## src/rtl/fetch_pkg.sv

```systemverilog
// Shared fetch-stage types and default sizes.
// Imported by the PC fetch unit and its helpers.
package fetch_pkg;

    localparam int PC_W     = 48;
    localparam int MEM_SIZE = 32;
    localparam int INSTR_W  = 32;

    typedef enum logic [1:0] {
        REQ,
        WAIT,
        OUT
    } state_t;

endpackage

```

## src/rtl/pc_next_calc.sv

```systemverilog
// Sequential next-PC: increment and wrap at MEM_SIZE.
// Purely combinational.
module pc_next_calc #(
    parameter int PC_W     = 48,
    parameter int MEM_SIZE = 32
) (
    input  logic [PC_W-1:0] pc,
    output logic [PC_W-1:0] next
);

    localparam logic [PC_W-1:0] LP_MEM = PC_W'(MEM_SIZE);

    logic [PC_W-1:0] w_inc;

    assign w_inc = pc + PC_W'(1);
    assign next  = (w_inc == LP_MEM) ? '0 : w_inc;

endmodule

```

## src/rtl/pc_fetch_unit.sv

```systemverilog
// PC owner and single-outstanding instruction fetcher.
// Presents {pc, instr} to decode over valid/ready.
module pc_fetch_unit
    import fetch_pkg::*;
#(
    parameter int PC_W     = fetch_pkg::PC_W,
    parameter int MEM_SIZE = fetch_pkg::MEM_SIZE,
    parameter int INSTR_W  = fetch_pkg::INSTR_W
) (
    input  logic               clk,
    input  logic               rst,
    output logic               imem_req,
    output logic [PC_W-1:0]    imem_addr,
    input  logic               imem_gnt,
    input  logic               imem_rvalid,
    input  logic [INSTR_W-1:0] imem_rdata,
    input  logic               br_valid,
    input  logic [PC_W-1:0]    br_target,
    input  logic               stall,
    output logic               if_valid,
    output logic [PC_W-1:0]    if_pc,
    output logic [INSTR_W-1:0] if_instr,
    input  logic               if_ready,
    output logic               addr_err
);

    localparam logic [PC_W-1:0] LP_MEM = PC_W'(MEM_SIZE);

    state_t             r_state;
    logic [PC_W-1:0]    r_pc;
    logic               r_drop;
    logic               r_if_valid;
    logic [PC_W-1:0]    r_if_pc;
    logic [INSTR_W-1:0] r_if_instr;
    logic               r_addr_err;

    logic [PC_W-1:0]    w_pc_next;
    logic               w_issue;
    logic               w_handoff;
    logic               w_tgt_ok;

    pc_next_calc #(
        .PC_W     (PC_W),
        .MEM_SIZE (MEM_SIZE)
    ) u_next (
        .pc   (r_pc),
        .next (w_pc_next)
    );

    assign imem_req  = (r_state == REQ) && !stall && !rst;
    assign imem_addr = r_pc;
    assign w_issue   = imem_req && imem_gnt;
    assign w_handoff = r_if_valid && if_ready && !stall;
    assign w_tgt_ok  = br_target < LP_MEM;

    assign if_valid  = r_if_valid;
    assign if_pc     = r_if_pc;
    assign if_instr  = r_if_instr;
    assign addr_err  = r_addr_err;

    always_ff @(posedge clk) begin
        if (rst) begin
            r_state    <= REQ;
            r_pc       <= '0;
            r_drop     <= 1'b0;
            r_if_valid <= 1'b0;
            r_if_pc    <= '0;
            r_if_instr <= '0;
            r_addr_err <= 1'b0;
        end else begin
            r_addr_err <= 1'b0;
            if (br_valid) begin
                // Redirect wins; any response already owed is stale.
                r_pc       <= w_tgt_ok ? br_target : '0;
                r_addr_err <= !w_tgt_ok;
                unique case (r_state)
                    REQ: begin
                        if (w_issue) begin
                            r_drop  <= 1'b1;
                            r_state <= WAIT;
                        end
                    end
                    WAIT: begin
                        if (imem_rvalid) begin
                            r_drop  <= 1'b0;
                            r_state <= REQ;
                        end else begin
                            r_drop  <= 1'b1;
                        end
                    end
                    OUT: begin
                        r_if_valid <= 1'b0;
                        r_state    <= REQ;
                    end
                    default: r_state <= REQ;
                endcase
            end else begin
                unique case (r_state)
                    REQ: begin
                        if (w_issue) r_state <= WAIT;
                    end
                    WAIT: begin
                        if (imem_rvalid) begin
                            if (r_drop) begin
                                r_drop  <= 1'b0;
                                r_state <= REQ;
                            end else begin
                                r_if_pc    <= r_pc;
                                r_if_instr <= imem_rdata;
                                r_if_valid <= 1'b1;
                                r_pc       <= w_pc_next;
                                r_state    <= OUT;
                            end
                        end
                    end
                    OUT: begin
                        if (w_handoff) begin
                            r_if_valid <= 1'b0;
                            r_state    <= REQ;
                        end
                    end
                    default: r_state <= REQ;
                endcase
            end
        end
    end

endmodule

```

## config.mk

```make
export PLATFORM = sky130hd
export DESIGN_NAME = pc_fetch_unit
export DESIGN_NICKNAME = d
export VERILOG_FILES = /design/src/rtl/fetch_pkg.sv /design/src/rtl/pc_next_calc.sv /design/src/rtl/pc_fetch_unit.sv
export SDC_FILE = /design/constraint.sdc
export NUM_CORES = 1
export LEC_CHECK = 0
export CORE_MARGIN = 2
export CORE_UTILIZATION = 43
export CTS_BUF_LIST = sky130_fd_sc_hd__clkbuf_8
export DETAILED_ROUTE_END_ITERATION = 10
export HOLD_SLACK_MARGIN = 0.03
export PLACE_DENSITY = 0.81
export SLEW_MARGIN = 30
export SYNTH_ARGS = -nofsm -noshare
export SYNTH_HDL_FRONTEND = slang
export SYNTH_SLANG_ARGS = --single-unit
```

## constraint.sdc

```tcl
create_clock -name clk -period 3.1 [get_ports clk]
set_input_delay 0.31 -clock clk [delete_from_list [all_inputs] [get_ports clk]]
set_output_delay 0.31 -clock clk [all_outputs]
set_load 0.02 [all_outputs]
```

# ---- Word-level counts from Yosys, hierarchy flattened
# Index checks and enable logic that the tools add are counted.
dict set report op_classes {
  addsub 1
  order_cmp 1
  n_eq_ne 10
  n_mux 26
  n_bitwise 2
  n_reduce_logical 19
}
# op n
set ops {}
lappend ops {{$mux 48} 6}
lappend ops {{$add 48x1->48 const B} 1}
lappend ops {{$eq 48x6->1 const B} 1}
lappend ops {{$lt 48x6->1 const B} 1}
lappend ops {{$mux 2} 6}
lappend ops {{$ne 3x3->1 const B} 4}
lappend ops {{$mux 1} 10}
lappend ops {{$reduce_and 4->1} 2}
lappend ops {{$reduce_bool 2->1} 4}
lappend ops {{$pmux 2 s3} 1}
lappend ops {{$logic_and 1x1->1} 5}
lappend ops {{$reduce_and 5->1} 1}
lappend ops {{$ne 2x2->1 const B} 2}
lappend ops {{$pmux 1 s2} 2}
lappend ops {{$pmux 2 s2} 1}
lappend ops {{$logic_not 1->1} 3}
lappend ops {{$reduce_and 3->1} 1}
lappend ops {{$eq 2x1->1 const B} 1}
lappend ops {{$eq 2x2->1 const B} 1}
lappend ops {{$logic_not 2->1} 1}
lappend ops {{$ne 2x1->1 const B} 1}
lappend ops {{$not 1->1} 2}
lappend ops {{$reduce_and 2->1} 1}
lappend ops {{$reduce_or 2->1} 1}
dict set report word_totals {
  reg_bits 133
  input_bits 87
  output_inout_bits 131
  elab_cells 66
}

# ---- Longest topological paths before layout
dict set report depth {
  ltp_word 7
  mapped_depth 11
}

# ---- Cells and area by module
# From an unflattened synthesis, not the netlist that was laid out.
dict set report unflattened {
  cells_unflattened 890
  hier_area_um2 6667.6
}
# mod n_inst cells_per_inst area_each_um2 seq_area_each_um2
set modules_own_cells {}
lappend modules_own_cells {pc_fetch_unit 1 610 4865.9 2662.6}
lappend modules_own_cells {pc_next_calc 1 280 1801.7 0.0}

# ---- Least setup slack after synthesis
# No wires, ideal clock.
dict set report synth_timing {
  path_type {register -> register}
  from {reg r_pc[1], in the netlist imem_addr[1]}
  to {reg r_pc[5], in the netlist imem_addr[5]}
  setup_time_ps 136
  t_arrival_ps 3318
  required_time_ps 2964
  setup_slack_ps -354
  path_stages_with_launch 10
  synth_period_minus_slack_ps 3454
  path_cell_list {dfxtp_1 > ha_1 > nand2_1 > or4_1 > or4_1 > xor2_1 > nand3b_1 > or4b_1 > o311ai_1 > o211ai_1}
}
dict set report synth_between {
  elab_chain_cells 7
}
# element line
set synth_rtl {}
lappend synth_rtl {{start: declaration} pc_fetch_unit.sv:30} ;# logic [PC_W-1:0] r_pc;
lappend synth_rtl {{start signal: assignment} pc_fetch_unit.sv:74} ;# r_pc <= w_tgt_ok ? br_target : '0;
lappend synth_rtl {{start signal: assignment} pc_fetch_unit.sv:111} ;# r_pc <= w_pc_next;
lappend synth_rtl {{$add 48x1->48 (*)} pc_next_calc.sv:15} ;# assign w_inc = pc + PC_W'(1);
lappend synth_rtl {{$eq 48x6->1} pc_next_calc.sv:16} ;# assign next = (w_inc == LP_MEM) ? '0 : w_inc;
lappend synth_rtl {{$mux 48 (*)} pc_next_calc.sv:16}
lappend synth_rtl {{$mux 48 (*)} pc_fetch_unit.sv:104} ;# if (r_drop) begin
lappend synth_rtl {{$mux 48 (*)} pc_fetch_unit.sv:103} ;# if (imem_rvalid) begin
lappend synth_rtl {{$mux 48 (*)} pc_fetch_unit.sv:98} ;# unique case (r_state)
lappend synth_rtl {{$mux 48 (*)} pc_fetch_unit.sv:72} ;# if (br_valid) begin
# Every way passes the cells marked *; elsewhere a longest branch is shown, timed or not. The select of a mux whose other input is x is not followed.
# A chain may end at the register's enable or synchronous reset.

# ---- Worst setup path in the final report
dict set report layout_timing {
  from {reg r_pc[5], in the netlist imem_addr[5]}
  to {reg r_pc[5], in the netlist imem_addr[5]}
}
# Same word-level chain as after synthesis.

==> summary.md <==
| Metric | Value |
|---|---|
| Initial drt markers | about 590 |
| Post-synth ARST share | 0% |
| Number of buffers created by CTS | 17 |
| RSZ-0062 raised after global routing | false |
| Top cells by count, synth | nand2_1, dfxtp_1, a21oi_1 |
| Setup crit start kind | flop |
| Row cnt | 45 |
| Yosys reg bits | approximately 130 |
| Synth top area share | between 30% and 40% |
| Net Count, Synth | 985 |
| Static Leak | between 3 and 4 nW |
| RD Place Congestion | approximately 1 |
| Final Hold Vio Count | 0 |
| Syn-to-layout area delta | 48.8% |
| DR DRC count | 0 |
| First-pass GRT wire length | ~36000 um |
| Post-synth top area cell | dfxtp_1 |
| RR Startpoint | imem_addr[5]$_SDFFE_PP0P_ |
| DR vias | 7494 |
| Crit-path cells | nand4_4 -> or4_4 -> or4_4 -> xor2_2 -> nand3b_1 -> or4b_4 -> o311ai_2 -> o211ai_1 |
| CTS tree | yes |
| CP arrival | ~3.3 ns |
| Synthesized area per cell | 7.51 um2 |
| I/O Buffers | between 200 and 250 |
| Levels on crit path | 8 |
| Post-synthesis compound-gate area fraction | 14.0% |
| HPWL reported at the end of detailed placement | approximately 17000 um |
| Reg clk slew, reported paths | roughly 0.09 ns |
| Hold WC Path Type | in2reg |
| Synth Area in Simple Gates | 33.3% |
| Top cells by area, synth | dfxtp_1, nand2_1, a21oi_1, nand4_1, xor2_1 |
| Fin crit period | between 2 and 3 ns |
| Ratio of cells with drive above 1 in the final layout | roughly 14% |
| Nets | roughly 1200 |
| Core area | 15200 um2 |
| Kind of cell adding the most delay to the critical path | simple AND/OR/NAND/NOR gates |
| Largest net degree at the start of global routing | 94 |
| Buffers & Inverters on Critical Path | 0 |
| Final Power | approximately 3.5 mW |
| Vias in the first global route | ~6900 |
| CTS Buffer Depth | 2 |
| Fin. max-slew vios | 0 |
| Most used cell, CP | or4_4 |
| Mux cell area share after synthesis | less than 1% |
| Placed inst area | roughly 9500 um2 |
| Status | complete, no violations |
| Routed Wire Length | roughly 24000 um |
| Worst setup EP type | flop |
| Starting Density | 44.2% |
| GR Util met2 | between 40% and 50% |
| Least-Margin Pin Slew | 0.822 ns |
| I/O pins | about 220 |
| Hold Crit Depth | 3 |
| CTS Sinks | between 100 and 150 |
| Total global-route track usage | 27.8% |
| Cell area after synthesis | 6710 um2 |
| Yosys warning total | 0 |
| Skew final | approximately 0.012 ns |
| Worst hold path startpoint | imem_rdata[15] |
| Die height | 129 um |
| Adder-cell area share of the yosys netlist | less than 1% |
| Final Cycle Share | 96.5% |
| Wirelength per Cell | about 18 um |
| Die Width | 129 um |
| Maxcap violations | 0 |
| Post-synth EDFFs | 0 |
| M1 GR Usage | about 37% |
| Cell area power density | between 300 and 400 nW/um2 |
| CP required | 3.45 ns |
| Peak supply drop | ~0.00027 V |
| Top fanout value on the critical path | 6 |
| Worst Reg-to-Reg Cells | 8 |
| Clk Latency, worst-skew pair | between 0.4 and 0.5 ns |
| H-tree depth | 4 |
| Grt ovf | 0 |
| Largest stage delay, worst path | 0.62 ns |
| ANT nets after route | 0 |
| Post-synthesis sequential area ratio | 39.7% |
| Setup CP Type | reg2reg |
| Synth unique cells | 62 |
| Diode count | 0 |
| DRT Pass-1 Iters | 7 |
| Initial antenna violation count | 0 |
| Slew Limit Headroom | a little under half |
| Xor and xnor area share after synthesis | approximately 6.4% |
| Crit path from | imem_addr[5]$_SDFFE_PP0P_ |
| CTS root buf | clkbuf_8 |
| Count of final setup violators | 0 |
| Largest family of logic cells by synthesized area | simple AND/OR/NAND/NOR gates |
| Syn Inst Count | slightly below 900 |
| Met3 Usage GRT | around 6.5% |
| FMAX | 334 MHz |
| CP max-delay cell | or4_4 |
| Final instance area | 9990 um2 |
| Most used routing layer | met2 |
| Top_reg_cell synth | dfxtp_1 |
| Via density | 5.63 |
| Die area | roughly 17000 um2 |
| Top-count cell post-synth | nand2_1 |
-- worst reg2reg max path: stages (launching register included) --
cell and delay, ns:
dfxtp_2 0.36, nand4_4 0.14, or4_4 0.62, or4_4 0.53, xor2_2 0.16, nand3b_1 0.12, or4b_4 0.55, o311ai_2 0.26
o211ai_1 0.13
-- what timing repair did --
item / in CTS / in global routing
pin swaps: 2 / 13
gates resized for setup: 2 / 16
buffers inserted: 0 / 4
hold buffers: 0 / 0
endpoints found under the setup margin: 1 / 3
endpoints found under the hold margin: 0 / 0
-- sequential cells by signal, summed over array words and instances, names as in the netlist --
name	count
imem_addr	48
if_instr	32
r_state	2
if_valid	1
r_drop	1
addr_err	1
if_pc	48
-- metal layers --
| metal | wire, um | vias up |
|---|---|---|
| met3 | 1690 | 81 |
| met4 | 765 | 0 |
| met2 | 10800 | 306 |
| li1 | - | 3634 |
| met1 | 10300 | 3473 |
| met5 | 0 | - |
-- where the power goes --
group	leakage [nW]	internal [mW]	switching (mW)
Clock	0.208	0.767	0.757
Sequential	1.08	1.72	0.0109
Combinational	2.06	0.147	0.137
Total	3.35	2.63	0.905
-- area by class of cell --
cell class | instances | area [um2]
fillers | 1332 | 5210
multi-input cells | 672 | 3830
repair buffers | 298 | 2780
flip-flops and latches | 133 | 2700
clock buffers | 19 | 262
well taps | 188 | 235
clock inverters | 13 | 145
inverters | 9 | 33.8
-- layout by cell type, fill, tap and decap left out, types with 6 or more instances in the layout --
cell | Yosys | layout
or4_1 | 13 | 10
or2_2 | 6 | 6
and3_1 | 12 | 12
a21oi_1 | 99 | 99
nor4_1 | 30 | 29
clkbuf_8 | 0 | 19
o21ai_0 | 16 | 16
dfxtp_1 | 133 | 114
xnor2_1 | 20 | 20
xor2_1 | 29 | 28
and4_1 | 6 | 6
inv_1 | 9 | 9
buf_4 | 0 | 81
nor2_1 | 63 | 63
or3_1 | 9 | 9
nand2_1 | 193 | 191
a31oi_1 | 6 | 6
dfxtp_2 | 0 | 14
clkdlybuf4s50_1 | 0 | 216
nand4_1 | 46 | 46
nand3_1 | 30 | 28
nor3_1 | 20 | 18
-- cells by family (layout without fill, tap and decap cells) --
kind of cell               count (synthesis)  after routing
muxes                                      4              4
AOI/OAI and AO/OA                        159            159
xor gates and xnor gates                  49             49
adders and majority gates                  4              4
DFF                                      133            133
buffers and inverters                     89            339
and+or+nand+nor                          456            456
-- per-stage QoR --
stage	instances	worst slack (ns)	setup TNS [ns]	hold slack, ns	utilization [%]
after floorplan	894	0.00964	0	0.446	-
after global placement	1296	0.0600	0	0.440	62.2
after detailed placement	1296	-0.0302	-0.0302	0.446	62.2
after CTS	1328	0.0229	0	0.361	64.9
after global routing	1332	0.00489	0	0.363	65.7
final	1332	0.108	0	0.373	65.7
-- worst paths after layout --
check / slack [ns] / end
worst max-delay path: 0.11 / imem_addr[5]$_SDFFE_PP0P_
worst min-delay path: 0.37 / if_instr[15]$_SDFFE_PP0P_
worst max register to register: 0.11 / imem_addr[5]$_SDFFE_PP0P_
worst min register to register: 0.45 / if_pc[16]$_SDFFE_PP0P_
Note: power is estimated with default switching activity, not from simulation.
